--- src/rtl/i_stream_buffer_pkg.sv ---
// Shared types for the instruction stream buffer (state encoding, entry tag record).
// Latency: n/a (types and constants only).
// Backpressure: n/a.
package i_stream_buffer_pkg;

    localparam int ADDR_WIDTH = 32;
    localparam int DATA_WIDTH = 32;
    localparam int ID_WIDTH   = 4;
    localparam int LEN_WIDTH  = 4;

    typedef enum logic [2:0] {
        SB_IDLE,
        SB_HIT_REPLAY,
        SB_FWD_ADDR,
        SB_FWD_DATA,
        SB_PF_ADDR,
        SB_PF_DATA
    } sb_state_t;

    // Tag side of one buffer entry; the data words live in a separate array
    // whose shape depends on the line-size parameter of the instantiating module.
    typedef struct packed {
        logic                  valid;
        logic [ADDR_WIDTH-1:0] tag;
    } sb_entry_t;

endpackage

--- src/rtl/i_stream_buffer_if.sv ---
// Line-fill read channel (address + data handshakes) between I-cache, buffer and arbiter.
// Latency: n/a (wires only).
// Backpressure: valid/ready on both the address and the data channel.
interface i_stream_buffer_if;
    import i_stream_buffer_pkg::*;

    logic                  arvalid;
    logic                  arready;
    logic [ADDR_WIDTH-1:0] araddr;
    logic [ID_WIDTH-1:0]   arid;
    logic [LEN_WIDTH-1:0]  arlen;
    logic                  rvalid;
    logic                  rready;
    logic                  rlast;
    logic [ID_WIDTH-1:0]   rid;
    logic [DATA_WIDTH-1:0] rdata;

    modport master (
        output arvalid, araddr, arid, arlen, rready,
        input  arready, rvalid, rlast, rid, rdata
    );

    modport slave (
        input  arvalid, araddr, arid, arlen, rready,
        output arready, rvalid, rlast, rid, rdata
    );

endinterface

--- src/rtl/i_stream_buffer_sb_line_store.sv ---
// Line storage for the stream buffer: data words, tags, valid bits and head-tag compare.
// Latency: writes take effect next cycle; read data and hit flag are combinational.
// Backpressure: none; the controller only writes when a beat is accepted.
module sb_line_store
    import i_stream_buffer_pkg::*;
#(
    parameter int DEPTH              = 2,
    parameter int BLOCK_OFFSET_WIDTH = 2,
    localparam int LINE_WORDS        = 1 << BLOCK_OFFSET_WIDTH,
    localparam int PTR_W             = (DEPTH > 1) ? $clog2(DEPTH) : 1
) (
    input  logic                          clk,
    input  logic                          rst_n,
    input  logic                          flush,
    input  logic                          wr_en,
    input  logic [PTR_W-1:0]              wr_idx,
    input  logic [BLOCK_OFFSET_WIDTH-1:0] wr_beat,
    input  logic [DATA_WIDTH-1:0]         wr_data,
    input  logic                          commit,
    input  logic [ADDR_WIDTH-1:0]         commit_tag,
    input  logic                          pop,
    input  logic [PTR_W-1:0]              rd_idx,
    input  logic [BLOCK_OFFSET_WIDTH-1:0] rd_beat,
    output logic [DATA_WIDTH-1:0]         rd_data,
    input  logic [ADDR_WIDTH-1:0]         lookup_addr,
    output logic                          head_hit
);

    logic [DATA_WIDTH-1:0] data_mem [DEPTH][LINE_WORDS];
    sb_entry_t             entry    [DEPTH];

    // Data words need no reset: an entry is only read after its valid bit is set.
    always_ff @(posedge clk) begin
        if (wr_en) begin
            data_mem[wr_idx][wr_beat] <= wr_data;
        end
    end

    // Tag/valid bookkeeping: flush on a demand miss, set on the last prefetch beat, clear on pop.
    always_ff @(posedge clk or negedge rst_n) begin
        if (!rst_n) begin
            for (int i = 0; i < DEPTH; i++) begin
                entry[i] <= '0;
            end
        end else if (flush) begin
            for (int i = 0; i < DEPTH; i++) begin
                entry[i].valid <= 1'b0;
            end
        end else begin
            if (commit) begin
                entry[wr_idx].valid <= 1'b1;
                entry[wr_idx].tag   <= commit_tag;
            end
            if (pop) begin
                entry[rd_idx].valid <= 1'b0;
            end
        end
    end

    assign rd_data  = data_mem[rd_idx][rd_beat];
    assign head_hit = entry[rd_idx].valid && (entry[rd_idx].tag == lookup_addr);

endmodule

--- src/rtl/i_stream_buffer.sv ---
// Next-line I-prefetcher between I-cache fill port and arbiter read port 0 (I_STREAM_BUFFER_STATS_EN adds hit/miss counters).
// Latency: hit replays from T+1; miss issues downstream address at T+1, data passes through combinationally.
// Backpressure: up_rready stalls replay/forward beats; prefetch holds dn arvalid until accepted and blocks new requests.
module i_stream_buffer
    import i_stream_buffer_pkg::*;
#(
    parameter int DEPTH              = 2,
    parameter int BLOCK_OFFSET_WIDTH = 2
) (
    input  logic               clk,
    input  logic               rst_n,
    i_stream_buffer_if.slave   up,
    i_stream_buffer_if.master  dn
`ifdef I_STREAM_BUFFER_STATS_EN
    ,
    output logic [31:0]        hit_count,
    output logic [31:0]        miss_count
`endif
);

    localparam int LINE_WORDS = 1 << BLOCK_OFFSET_WIDTH;
    localparam int PTR_W      = (DEPTH > 1) ? $clog2(DEPTH) : 1;
    localparam int CNT_W      = $clog2(DEPTH + 1);
    localparam logic [BLOCK_OFFSET_WIDTH-1:0] LAST_BEAT = '1;

    sb_state_t                     state, state_nxt;
    logic [ADDR_WIDTH-1:0]         dem_addr;
    logic [ID_WIDTH-1:0]           dem_id;
    logic [LEN_WIDTH-1:0]          dem_len;
    logic [BLOCK_OFFSET_WIDTH-1:0] beat;
    logic [ADDR_WIDTH-1:0]         pf_addr;
    logic                          pf_armed;
    logic [PTR_W-1:0]              head, tail;
    logic [CNT_W-1:0]              count;

    logic                          head_hit;
    logic                          hit;
    logic                          req_accept;
    logic                          pf_beat;
    logic                          pf_done;
    logic                          replay_done;
    logic [DATA_WIDTH-1:0]         store_rd_data;

    function automatic logic [PTR_W-1:0] ptr_inc(input logic [PTR_W-1:0] p);
        return (p == PTR_W'(DEPTH - 1)) ? '0 : p + 1'b1;
    endfunction

    assign req_accept  = (state == SB_IDLE) && up.arvalid;
    assign hit         = head_hit && (count != '0);
    assign pf_beat     = (state == SB_PF_DATA) && dn.rvalid;
    assign pf_done     = pf_beat && dn.rlast;
    assign replay_done = (state == SB_HIT_REPLAY) && up.rready && (beat == LAST_BEAT);

    sb_line_store #(
        .DEPTH              (DEPTH),
        .BLOCK_OFFSET_WIDTH (BLOCK_OFFSET_WIDTH)
    ) u_store (
        .clk         (clk),
        .rst_n       (rst_n),
        .flush       (req_accept && !hit),
        .wr_en       (pf_beat),
        .wr_idx      (tail),
        .wr_beat     (beat),
        .wr_data     (dn.rdata),
        .commit      (pf_done),
        .commit_tag  (pf_addr),
        .pop         (replay_done),
        .rd_idx      (head),
        .rd_beat     (beat),
        .rd_data     (store_rd_data),
        .lookup_addr (up.araddr),
        .head_hit    (head_hit)
    );

    // State register.
    always_ff @(posedge clk or negedge rst_n) begin
        if (!rst_n) begin
            state <= SB_IDLE;
        end else begin
            state <= state_nxt;
        end
    end

    // Next-state and channel outputs; demand requests take priority over starting a prefetch.
    always_comb begin
        state_nxt  = state;
        up.arready = 1'b0;
        up.rvalid  = 1'b0;
        up.rlast   = 1'b0;
        up.rid     = '0;
        up.rdata   = '0;
        dn.arvalid = 1'b0;
        dn.araddr  = '0;
        dn.arid    = '0;
        dn.arlen   = '0;
        dn.rready  = 1'b0;
        case (state)
            SB_IDLE: begin
                up.arready = up.arvalid;
                if (up.arvalid) begin
                    state_nxt = hit ? SB_HIT_REPLAY : SB_FWD_ADDR;
                end else if (pf_armed && (count < CNT_W'(DEPTH))) begin
                    state_nxt = SB_PF_ADDR;
                end
            end
            SB_HIT_REPLAY: begin
                up.rvalid = 1'b1;
                up.rdata  = store_rd_data;
                up.rid    = dem_id;
                up.rlast  = (beat == LAST_BEAT);
                if (replay_done) begin
                    state_nxt = SB_IDLE;
                end
            end
            SB_FWD_ADDR: begin
                dn.arvalid = 1'b1;
                dn.araddr  = dem_addr;
                dn.arid    = dem_id;
                dn.arlen   = dem_len;
                if (dn.arready) begin
                    state_nxt = SB_FWD_DATA;
                end
            end
            SB_FWD_DATA: begin
                up.rvalid = dn.rvalid;
                up.rdata  = dn.rdata;
                up.rlast  = dn.rlast;
                up.rid    = dn.rid;
                dn.rready = up.rready;
                if (dn.rvalid && up.rready && dn.rlast) begin
                    state_nxt = SB_IDLE;
                end
            end
            SB_PF_ADDR: begin
                dn.arvalid = 1'b1;
                dn.araddr  = pf_addr;
                dn.arid    = dem_id;
                dn.arlen   = LEN_WIDTH'(LINE_WORDS - 1);
                if (dn.arready) begin
                    state_nxt = SB_PF_DATA;
                end
            end
            SB_PF_DATA: begin
                dn.rready = 1'b1;
                if (pf_done) begin
                    state_nxt = SB_IDLE;
                end
            end
            default: state_nxt = SB_IDLE;
        endcase
    end

    // Demand latch, beat counter, FIFO pointers and prefetch address tracking.
    always_ff @(posedge clk or negedge rst_n) begin
        if (!rst_n) begin
            dem_addr <= '0;
            dem_id   <= '0;
            dem_len  <= '0;
            beat     <= '0;
            pf_addr  <= '0;
            pf_armed <= 1'b0;
            head     <= '0;
            tail     <= '0;
            count    <= '0;
        end else begin
            if (req_accept) begin
                dem_addr <= up.araddr;
                dem_id   <= up.arid;
                dem_len  <= up.arlen;
                if (!hit) begin
                    // Miss restarts the stream right after the demanded line.
                    count    <= '0;
                    head     <= '0;
                    tail     <= '0;
                    pf_addr  <= up.araddr + ADDR_WIDTH'(LINE_WORDS);
                    pf_armed <= 1'b1;
                end
            end
            if ((state == SB_HIT_REPLAY) && up.rready) begin
                beat <= beat + 1'b1;
            end
            if (replay_done) begin
                head  <= ptr_inc(head);
                count <= count - 1'b1;
            end
            if (pf_beat) begin
                beat <= dn.rlast ? '0 : beat + 1'b1;
            end
            if (pf_done) begin
                tail    <= ptr_inc(tail);
                count   <= count + 1'b1;
                pf_addr <= pf_addr + ADDR_WIDTH'(LINE_WORDS);
            end
        end
    end

`ifdef I_STREAM_BUFFER_STATS_EN
    // Saturating classification counters for accepted demand requests.
    always_ff @(posedge clk or negedge rst_n) begin
        if (!rst_n) begin
            hit_count  <= '0;
            miss_count <= '0;
        end else if (req_accept) begin
            if (hit) begin
                if (hit_count != '1) hit_count <= hit_count + 1'b1;
            end else begin
                if (miss_count != '1) miss_count <= miss_count + 1'b1;
            end
        end
    end
`endif

endmodule
--- src/flat_wrapper.sv ---
// flat-port wrapper written by rule: the top's interface ports become plain ports
module i_stream_buffer_flat import i_stream_buffer_pkg::*;
#(
    parameter int DEPTH              = 2,
    parameter int BLOCK_OFFSET_WIDTH = 2
)
  (clk, rst_n, up_arvalid, up_araddr, up_arid, up_arlen, up_rready, up_arready, up_rvalid, up_rlast, up_rid, up_rdata, dn_arvalid, dn_araddr, dn_arid, dn_arlen, dn_rready, dn_arready, dn_rvalid, dn_rlast, dn_rid, dn_rdata);
  i_stream_buffer_if up_i ();
  i_stream_buffer_if dn_i ();
  input  logic clk;
  input  logic rst_n;
  input wire logic [$bits(up_i.arvalid)-1:0] up_arvalid;
  input wire logic [$bits(up_i.araddr)-1:0] up_araddr;
  input wire logic [$bits(up_i.arid)-1:0] up_arid;
  input wire logic [$bits(up_i.arlen)-1:0] up_arlen;
  input wire logic [$bits(up_i.rready)-1:0] up_rready;
  output wire logic [$bits(up_i.arready)-1:0] up_arready;
  output wire logic [$bits(up_i.rvalid)-1:0] up_rvalid;
  output wire logic [$bits(up_i.rlast)-1:0] up_rlast;
  output wire logic [$bits(up_i.rid)-1:0] up_rid;
  output wire logic [$bits(up_i.rdata)-1:0] up_rdata;
  output wire logic [$bits(dn_i.arvalid)-1:0] dn_arvalid;
  output wire logic [$bits(dn_i.araddr)-1:0] dn_araddr;
  output wire logic [$bits(dn_i.arid)-1:0] dn_arid;
  output wire logic [$bits(dn_i.arlen)-1:0] dn_arlen;
  output wire logic [$bits(dn_i.rready)-1:0] dn_rready;
  input wire logic [$bits(dn_i.arready)-1:0] dn_arready;
  input wire logic [$bits(dn_i.rvalid)-1:0] dn_rvalid;
  input wire logic [$bits(dn_i.rlast)-1:0] dn_rlast;
  input wire logic [$bits(dn_i.rid)-1:0] dn_rid;
  input wire logic [$bits(dn_i.rdata)-1:0] dn_rdata;
  assign up_i.arvalid = up_arvalid;
  assign up_i.araddr = up_araddr;
  assign up_i.arid = up_arid;
  assign up_i.arlen = up_arlen;
  assign up_i.rready = up_rready;
  assign up_arready = up_i.arready;
  assign up_rvalid = up_i.rvalid;
  assign up_rlast = up_i.rlast;
  assign up_rid = up_i.rid;
  assign up_rdata = up_i.rdata;
  assign dn_arvalid = dn_i.arvalid;
  assign dn_araddr = dn_i.araddr;
  assign dn_arid = dn_i.arid;
  assign dn_arlen = dn_i.arlen;
  assign dn_rready = dn_i.rready;
  assign dn_i.arready = dn_arready;
  assign dn_i.rvalid = dn_rvalid;
  assign dn_i.rlast = dn_rlast;
  assign dn_i.rid = dn_rid;
  assign dn_i.rdata = dn_rdata;
  i_stream_buffer #(.DEPTH(DEPTH), .BLOCK_OFFSET_WIDTH(BLOCK_OFFSET_WIDTH)) u_core (.clk(clk), .rst_n(rst_n), .up(up_i), .dn(dn_i));
endmodule
--- config.mk ---
export PLATFORM = sky130hd
export DESIGN_NAME = i_stream_buffer_flat
export DESIGN_NICKNAME = d
export VERILOG_FILES = /design/src/rtl/i_stream_buffer_pkg.sv /design/src/rtl/i_stream_buffer_if.sv /design/src/rtl/i_stream_buffer_sb_line_store.sv /design/src/rtl/i_stream_buffer.sv /design/src/flat_wrapper.sv
export SDC_FILE = /design/constraint.sdc
export NUM_CORES = 1
export LEC_CHECK = 0
export BUFFER_PORTS_ARGS = -buffer_cell sky130_fd_sc_hd__buf_2
export CAP_MARGIN = 20
export CORE_MARGIN = 2
export CORE_UTILIZATION = 40
export DETAILED_ROUTE_END_ITERATION = 16
export PLACE_DENSITY = 0.59
export SYNTH_ARGS = -nofsm -noshare
export SYNTH_HDL_FRONTEND = slang
export SYNTH_SLANG_ARGS = --single-unit
--- constraint.sdc ---
create_clock -name clk -period 4.6 [get_ports clk]
set_input_delay 0.69 -clock clk [delete_from_list [all_inputs] [get_ports clk]]
set_output_delay 0.69 -clock clk [all_outputs]
set_load 0.01 [all_outputs]
======== Word-level counts from Yosys, hierarchy flattened ========
Memories as Yosys holds them, arrays and structs flattened.
Index checks and enable logic that the tools add are counted.
storage, ports and cells
  bits in writable memories ............... 256
  memories kept ........................... 1
  output and inout bits ................... 81
  logic and storage cells ................. 135
  flip-flop bits (word level) ............. 148
  bits of input ports ..................... 83
operators by class
  mux-type cells .......................... 59
  $add $sub $neg .......................... 7
  eq/ne operators ......................... 16
  order comparisons ....................... 7
  reductions and logical operators ........ 27
  bitwise operators ....................... 4
memories
  name                     words  bits a word  rd ports  clocked after memory_dff  wr ports  RTL line                             RTL
  u_core.u_store.data_mem  2      128          1         0                         1         i_stream_buffer_sb_line_store.sv:29  logic [DATA_WIDTH-1:0] data_mem [DEPTH][LINE_WORDS];
operators by type and width
  operator                                                               number
  32-bit two-way mux                                                     7
  66-bit bitwise mux                                                     3
  66-bit two-way mux                                                     3
  33-bit two-way mux                                                     5
  128-bit two-way mux                                                    1
  32-bit one-hot mux with 2 select lines                                 2
  33-bit demux with 1-bit select                                         3
  32-bit by 3-bit adder with 32-bit output, second input constant        2
  32-bit binary-select mux with 2-bit select                             1
  32-bit demux with 2-bit select                                         1
  32-bit equality test                                                   1
  3-bit two-way mux                                                      7
  3-bit one-hot mux with 6 select lines                                  1
  2-bit two-way mux                                                      8
  4-bit one-hot mux with 2 select lines                                  2
  1-bit logical AND                                                      14
  1-bit two-way mux                                                      11
  2-bit != test, second input constant                                   4
  2-bit AND reduction                                                    4
  2-bit nonzero test                                                     4
  3-bit by 2-bit equality test with 1-bit output, second input constant  2
  3-bit equality test, second input constant                             2
  2-bit by 1-bit != test with 1-bit output, second input constant        3
  3-bit != test, second input constant                                   2
  other kinds (20)                                                       27

======== Longest topological paths before layout ========
  depth after elaboration ................. 13
  gate-level depth with buffers ........... 14
  gate-level depth less buffers ........... 11

======== Cells and area by module ========
A second synthesis with hierarchy kept.
unflattened totals
  cell total of the unflattened synthesis .. 1250
  area total of the unflattened synthesis .. 18667.9 um^2
modules (own cells, without submodules)
  module           seq. area each (um^2)  cells each  area each (um^2)  instances
  sb_line_store    9339.0                 613         12817.3           1
  i_stream_buffer  2052.0                 637         5850.6            1

======== Least setup slack after synthesis ========
No wires, ideal clock.
  kind .................................... input port to flip-flop
  from .................................... input port dn_rvalid
  to ...................................... register u_core.pf_addr[24]
  setup time .............................. 0.094 ns
  cell stages on the path ................. 14
  data arrival time ....................... 3.623 ns
  setup slack ............................. 0.883 ns
  buffers on the path ..................... 3
  required time ........................... 4.506 ns
  cells stage by stage .................... nand4b_2 -> nor2_1 -> clkbuf_1 -> clkbuf_1 -> clkbuf_1 -> nand2_1 -> nand2_1 -> ha_1 -> o221ai_1 -> or2_2 -> nor3_1 -> nand2b_1 -> a21oi_1 -> a211oi_1
between the ends
  longest elaborated chain between the ends .. 4
  elaborated cells between the ends (all ways) .. 6
  classes of those cells .................. eq/ne (1); mux (1); reduce/logical (4)
RTL lines
  element                                                                      RTL line                RTL
  from (decl)                                                                  flat_wrapper.sv:28      input wire logic [$bits(dn_i.rvalid)-1:0] dn_rvalid;
  1-bit logical AND (*)                                                        i_stream_buffer.sv:50   assign pf_beat = (state == SB_PF_DATA) && dn.rvalid;
  1-bit logical AND (*)                                                        i_stream_buffer.sv:51   assign pf_done = pf_beat && dn.rlast;
  2-bit != test (no source line) / 2-bit nonzero test (equally long branches)  n/a
  2-bit AND reduction (no source line)                                         n/a
  to (signal assigned)                                                         i_stream_buffer.sv:175  pf_addr <= up.araddr + ADDR_WIDTH'(LINE_WORDS);
  to (signal assigned)                                                         i_stream_buffer.sv:192  pf_addr <= pf_addr + ADDR_WIDTH'(LINE_WORDS);
  to (decl)                                                                    i_stream_buffer.sv:31   logic [ADDR_WIDTH-1:0] pf_addr;
Mark *: on every way between the ends. The rest lies on a longest branch, timed or not.
A chain may end at the register's enable or synchronous reset.

======== Final worst setup path ========
  from .................................... register u_core.head
  to ...................................... output port up_rdata[25]
between the ends
  longest elaborated chain between the ends .. 5
RTL lines
  element                                                 RTL line                             RTL
  from (decl)                                             i_stream_buffer.sv:33                logic [PTR_W-1:0] head, tail;
  from (signal assigned)                                  i_stream_buffer.sv:183               head <= ptr_inc(head);
  memory 2 x 128 bit                                      n/a
  32-bit binary-select mux with 2-bit select              i_stream_buffer_sb_line_store.sv:60  assign rd_data = data_mem[rd_idx][rd_beat];
  32-bit two-way mux (not written as such) (2 in series)  i_stream_buffer_sb_line_store.sv:60
  32-bit one-hot mux with 2 select lines                  i_stream_buffer.sv:97                case (state)
  to (decl)                                               flat_wrapper.sv:21                   output wire logic [$bits(up_i.rdata)-1:0] up_rdata;
No other way between the ends. The select of a mux whose other input is x is not followed.

==> flow_summary.toml <==
[clock_tree]
cts_max_path_buffers = 3
cts_resized = 0
clock_latency_ns = 0.60
cts_tree = "built"
numCtsBuffers = 43
clk_pin_slew_ns = 0.06
postCtsSetupBuffers = 0
ctsHtreeMaxLevel = 2
clock_sinks = 404
cts_root_buffer = "clkbuf_16"
holdBufCountCts = 0

[floorplan]
num_io_pins = 164
die_h_um = 217.9
die-area_mm2 = 0.04747
die_x_um = 217.9
core_area_mm2 = 0.04528
num_rows = 78
initial_core_util = 0.4040

[route]
vias = 11940
wl_per_cell_um = 22.50
wirelength_um = 47880
drt_iter0_drc = 965
remaining_drc_errors = 0
vias_per_cell = 5.611
ant_nets = 0
dr.pass1.iters = 8

[power_and_ir_drop]
p_per_area_mw_per_mm2 = 567.9
power_leakage_nw = 8.231
irDropWorstVdd_mv = 0.3035

[cells_and_area]
layout_common_cells = "256 x edfxtp_1, 201 x nand2_1, 162 x buf_2"
fillers = 4093
mostFrequentLayoutCell = "edfxtp_1"
nets = 1585
area_delta_synth_final_pct = 15.78
multi_input_area_mm2 = 0.006533
final_layout_size_suffix_gt1_frac = 0.2698
fin_cells = 2128
seq_area_mm2 = 0.01140

[yosys]
ys_seq_area_frac = 0.6226
syn_inst = 1348
syn-num-nets = 1437
synth_cell_types = 64
synth_area_mm2 = 0.01830
yosysWarnings = 0
ys_async_sr_fraction = 0.3663
avgSynthCellArea_um2 = 13.57
synth-edff-count = 256
ys_seq_elements = 404
ys.flop_type = "edfxtp_1"

[worst_setup_path]
critPathTopFamily = "buffers and inverters"
reg2reg_from = "u_core.state[2]$_DFFE_PN0P_"
reg2reg_to = "u_core.pf_addr[20]$_DFFE_PN0P_"
r2r_slack_ns = 0.87
start_kind = "flop"
path_common_cell = "buf_4"
critical_path_class = "flop to output port"
rr_worst_depth = 10
path_max_fanout = 38
cp_data_required_time_ns = 3.91
max_stage_delay_ns = 0.70
crit_end = "up_rdata[25]"
cp-startpoint = "u_core.head$_DFFE_PN0P_"
crit_slowest_cell = "buf_4"
arrival_ns = 3.54
crit_path_end_kind = "output port"
worst-path-stages = 6
cp_num_buf_inv = 3
path_cells = "buf_4, buf_4, mux4_2, mux2i_1, o21ai_0, buf_2"

[sta]
grt_setup_unrepaired = "false"
hold_violations = 0
min_period_over_period = 0.9185
period_needed_ns = 4.225
slew_headroom = 0.2691
worstMarginPinSlew_ns = 1.096
finalSetupViolations = 0
finalMaxSlewViolations = 0
fmax_mhz = 236.7
holdWs_ns = 0.1627
setup_tns_ns = 0
skew_ns = 0.04054

[place]
dp_hpwl_um = 29500
numPortBuffers = 163
place.gp.congestion = 0.8464
dp_cells = 2051

[global_route]
grt.overflow.total = 0
antenna_found_initial = 1
grt_pass1_wl_um = 73050
grt_max_degree = 96
grt_pass1_vias = 12090
track_usage = 0.2025

[run_status]
status = "complete, no violations"

[hold_path]
min_path_type = "input port to async pin"

[run]
maxCapViolCount = 0
power breakdown:
group / total, mW / leakage (nW) / switching (mW) / internal (mW)
logic: 3.55 / 3.38 / 1.94 / 1.61
clock network: 3.41 / 0.668 / 1.49 / 1.92
registers: 5.07 / 4.18 / 0.663 / 4.40
total: 12.0 / 8.23 / 4.09 / 7.94
cell type report:
cell class	count	area share
inverters	19	0.003367
flip-flops and latches	404	0.5379
repair buffers	191	0.04991
multi-input cells	837	0.3084
diodes	1	0.0001181
clock buffers	50	0.05251
well taps	600	0.03544
clock inverters	26	0.01234
Yosys cell counts, drive strengths merged (4+ instances only):
cell	instances	share of area
a221oi	5	0.0024
buf	24	0.0055
nand4	7	0.0027
a311oi	7	0.0034
o21ai	69	0.019
nor4	10	0.0034
xnor2	31	0.015
nor2	33	0.0068
mux2	64	0.039
a211oi	13	0.0053
edfxtp	256	0.42
nand2b	7	0.0024
and3	12	0.0041
clkbuf	64	0.013
nor3b	5	0.0021
ha	6	0.0041
nor2b	9	0.0031
and2	12	0.0041
or3	4	0.0016
a22o	39	0.019
inv	19	0.0039
nand2	203	0.042
nor3	27	0.0074
a21oi	32	0.0088
mux4	64	0.079
a31oi	14	0.0048
a21o	9	0.0037
dfrtp	148	0.20
a31o	4	0.0019
mux2i	76	0.042
nand3	31	0.0085
metrics by stage:
stage / area [um^2] / setup slack, ns / total power [mW] / utilization
after floorplan: 18300 / 0.8832 / 7.362 / -
final: 21180 / 0.3747 / 12.03 / 0.4678
after detailed placement: 19810 / 0.8106 / 8.695 / 0.4374
after global routing: 21180 / 0.09094 / 12.65 / 0.4678
after CTS: 21180 / 0.2663 / 12.14 / 0.4678
after global placement: 19810 / 0.8661 / 8.627 / 0.4374
routing by layer:
layer / track usage / share of wire / vias up
met5: 0 / 0 / -
met2: 0.3294 / 0.49 / 388
li1: - / - / 5408
met3: 0.03835 / 0.057 / 73
met1: 0.2733 / 0.43 / 6071
met4: 0.06916 / 0.026 / 0
how the worst min path moves through the flow:
stage                                        from                              end  slack [ns]  cells after the start
floorplan                                   rst_n                        async pin        0.39                      0
global placement    u_core.dem_len[2]$_DFFE_PN0P_    u_core.dem_len[2]$_DFFE_PN0P_        0.45                      2
detailed placement  u_core.dem_len[2]$_DFFE_PN0P_    u_core.dem_len[2]$_DFFE_PN0P_        0.45                      2
CTS                                         rst_n  u_core.dem_addr[10]$_DFFE_PN0P_        0.22                      1
global route                                rst_n  u_core.dem_addr[10]$_DFFE_PN0P_        0.25                      1
finish                                      rst_n  u_core.dem_addr[10]$_DFFE_PN0P_        0.16                      1
logic make-up (layout without fill, tap and decap cells):
kind of cell               Yosys count  in the layout  share of synthesized area
AOI/OAI and AO/OA                  223            223                    0.08220
xor gates and xnor gates            34             34                    0.01628
adders and majority gates            6              6                   0.004103
buffers and inverters              107            286                    0.02250
DFF                                404            404                     0.6226
muxes                              204            204                     0.1597
other                                0              1                          0
and+or+nand+nor                    370            370                    0.09259
Note: power is estimated with default switching activity, not from simulation.
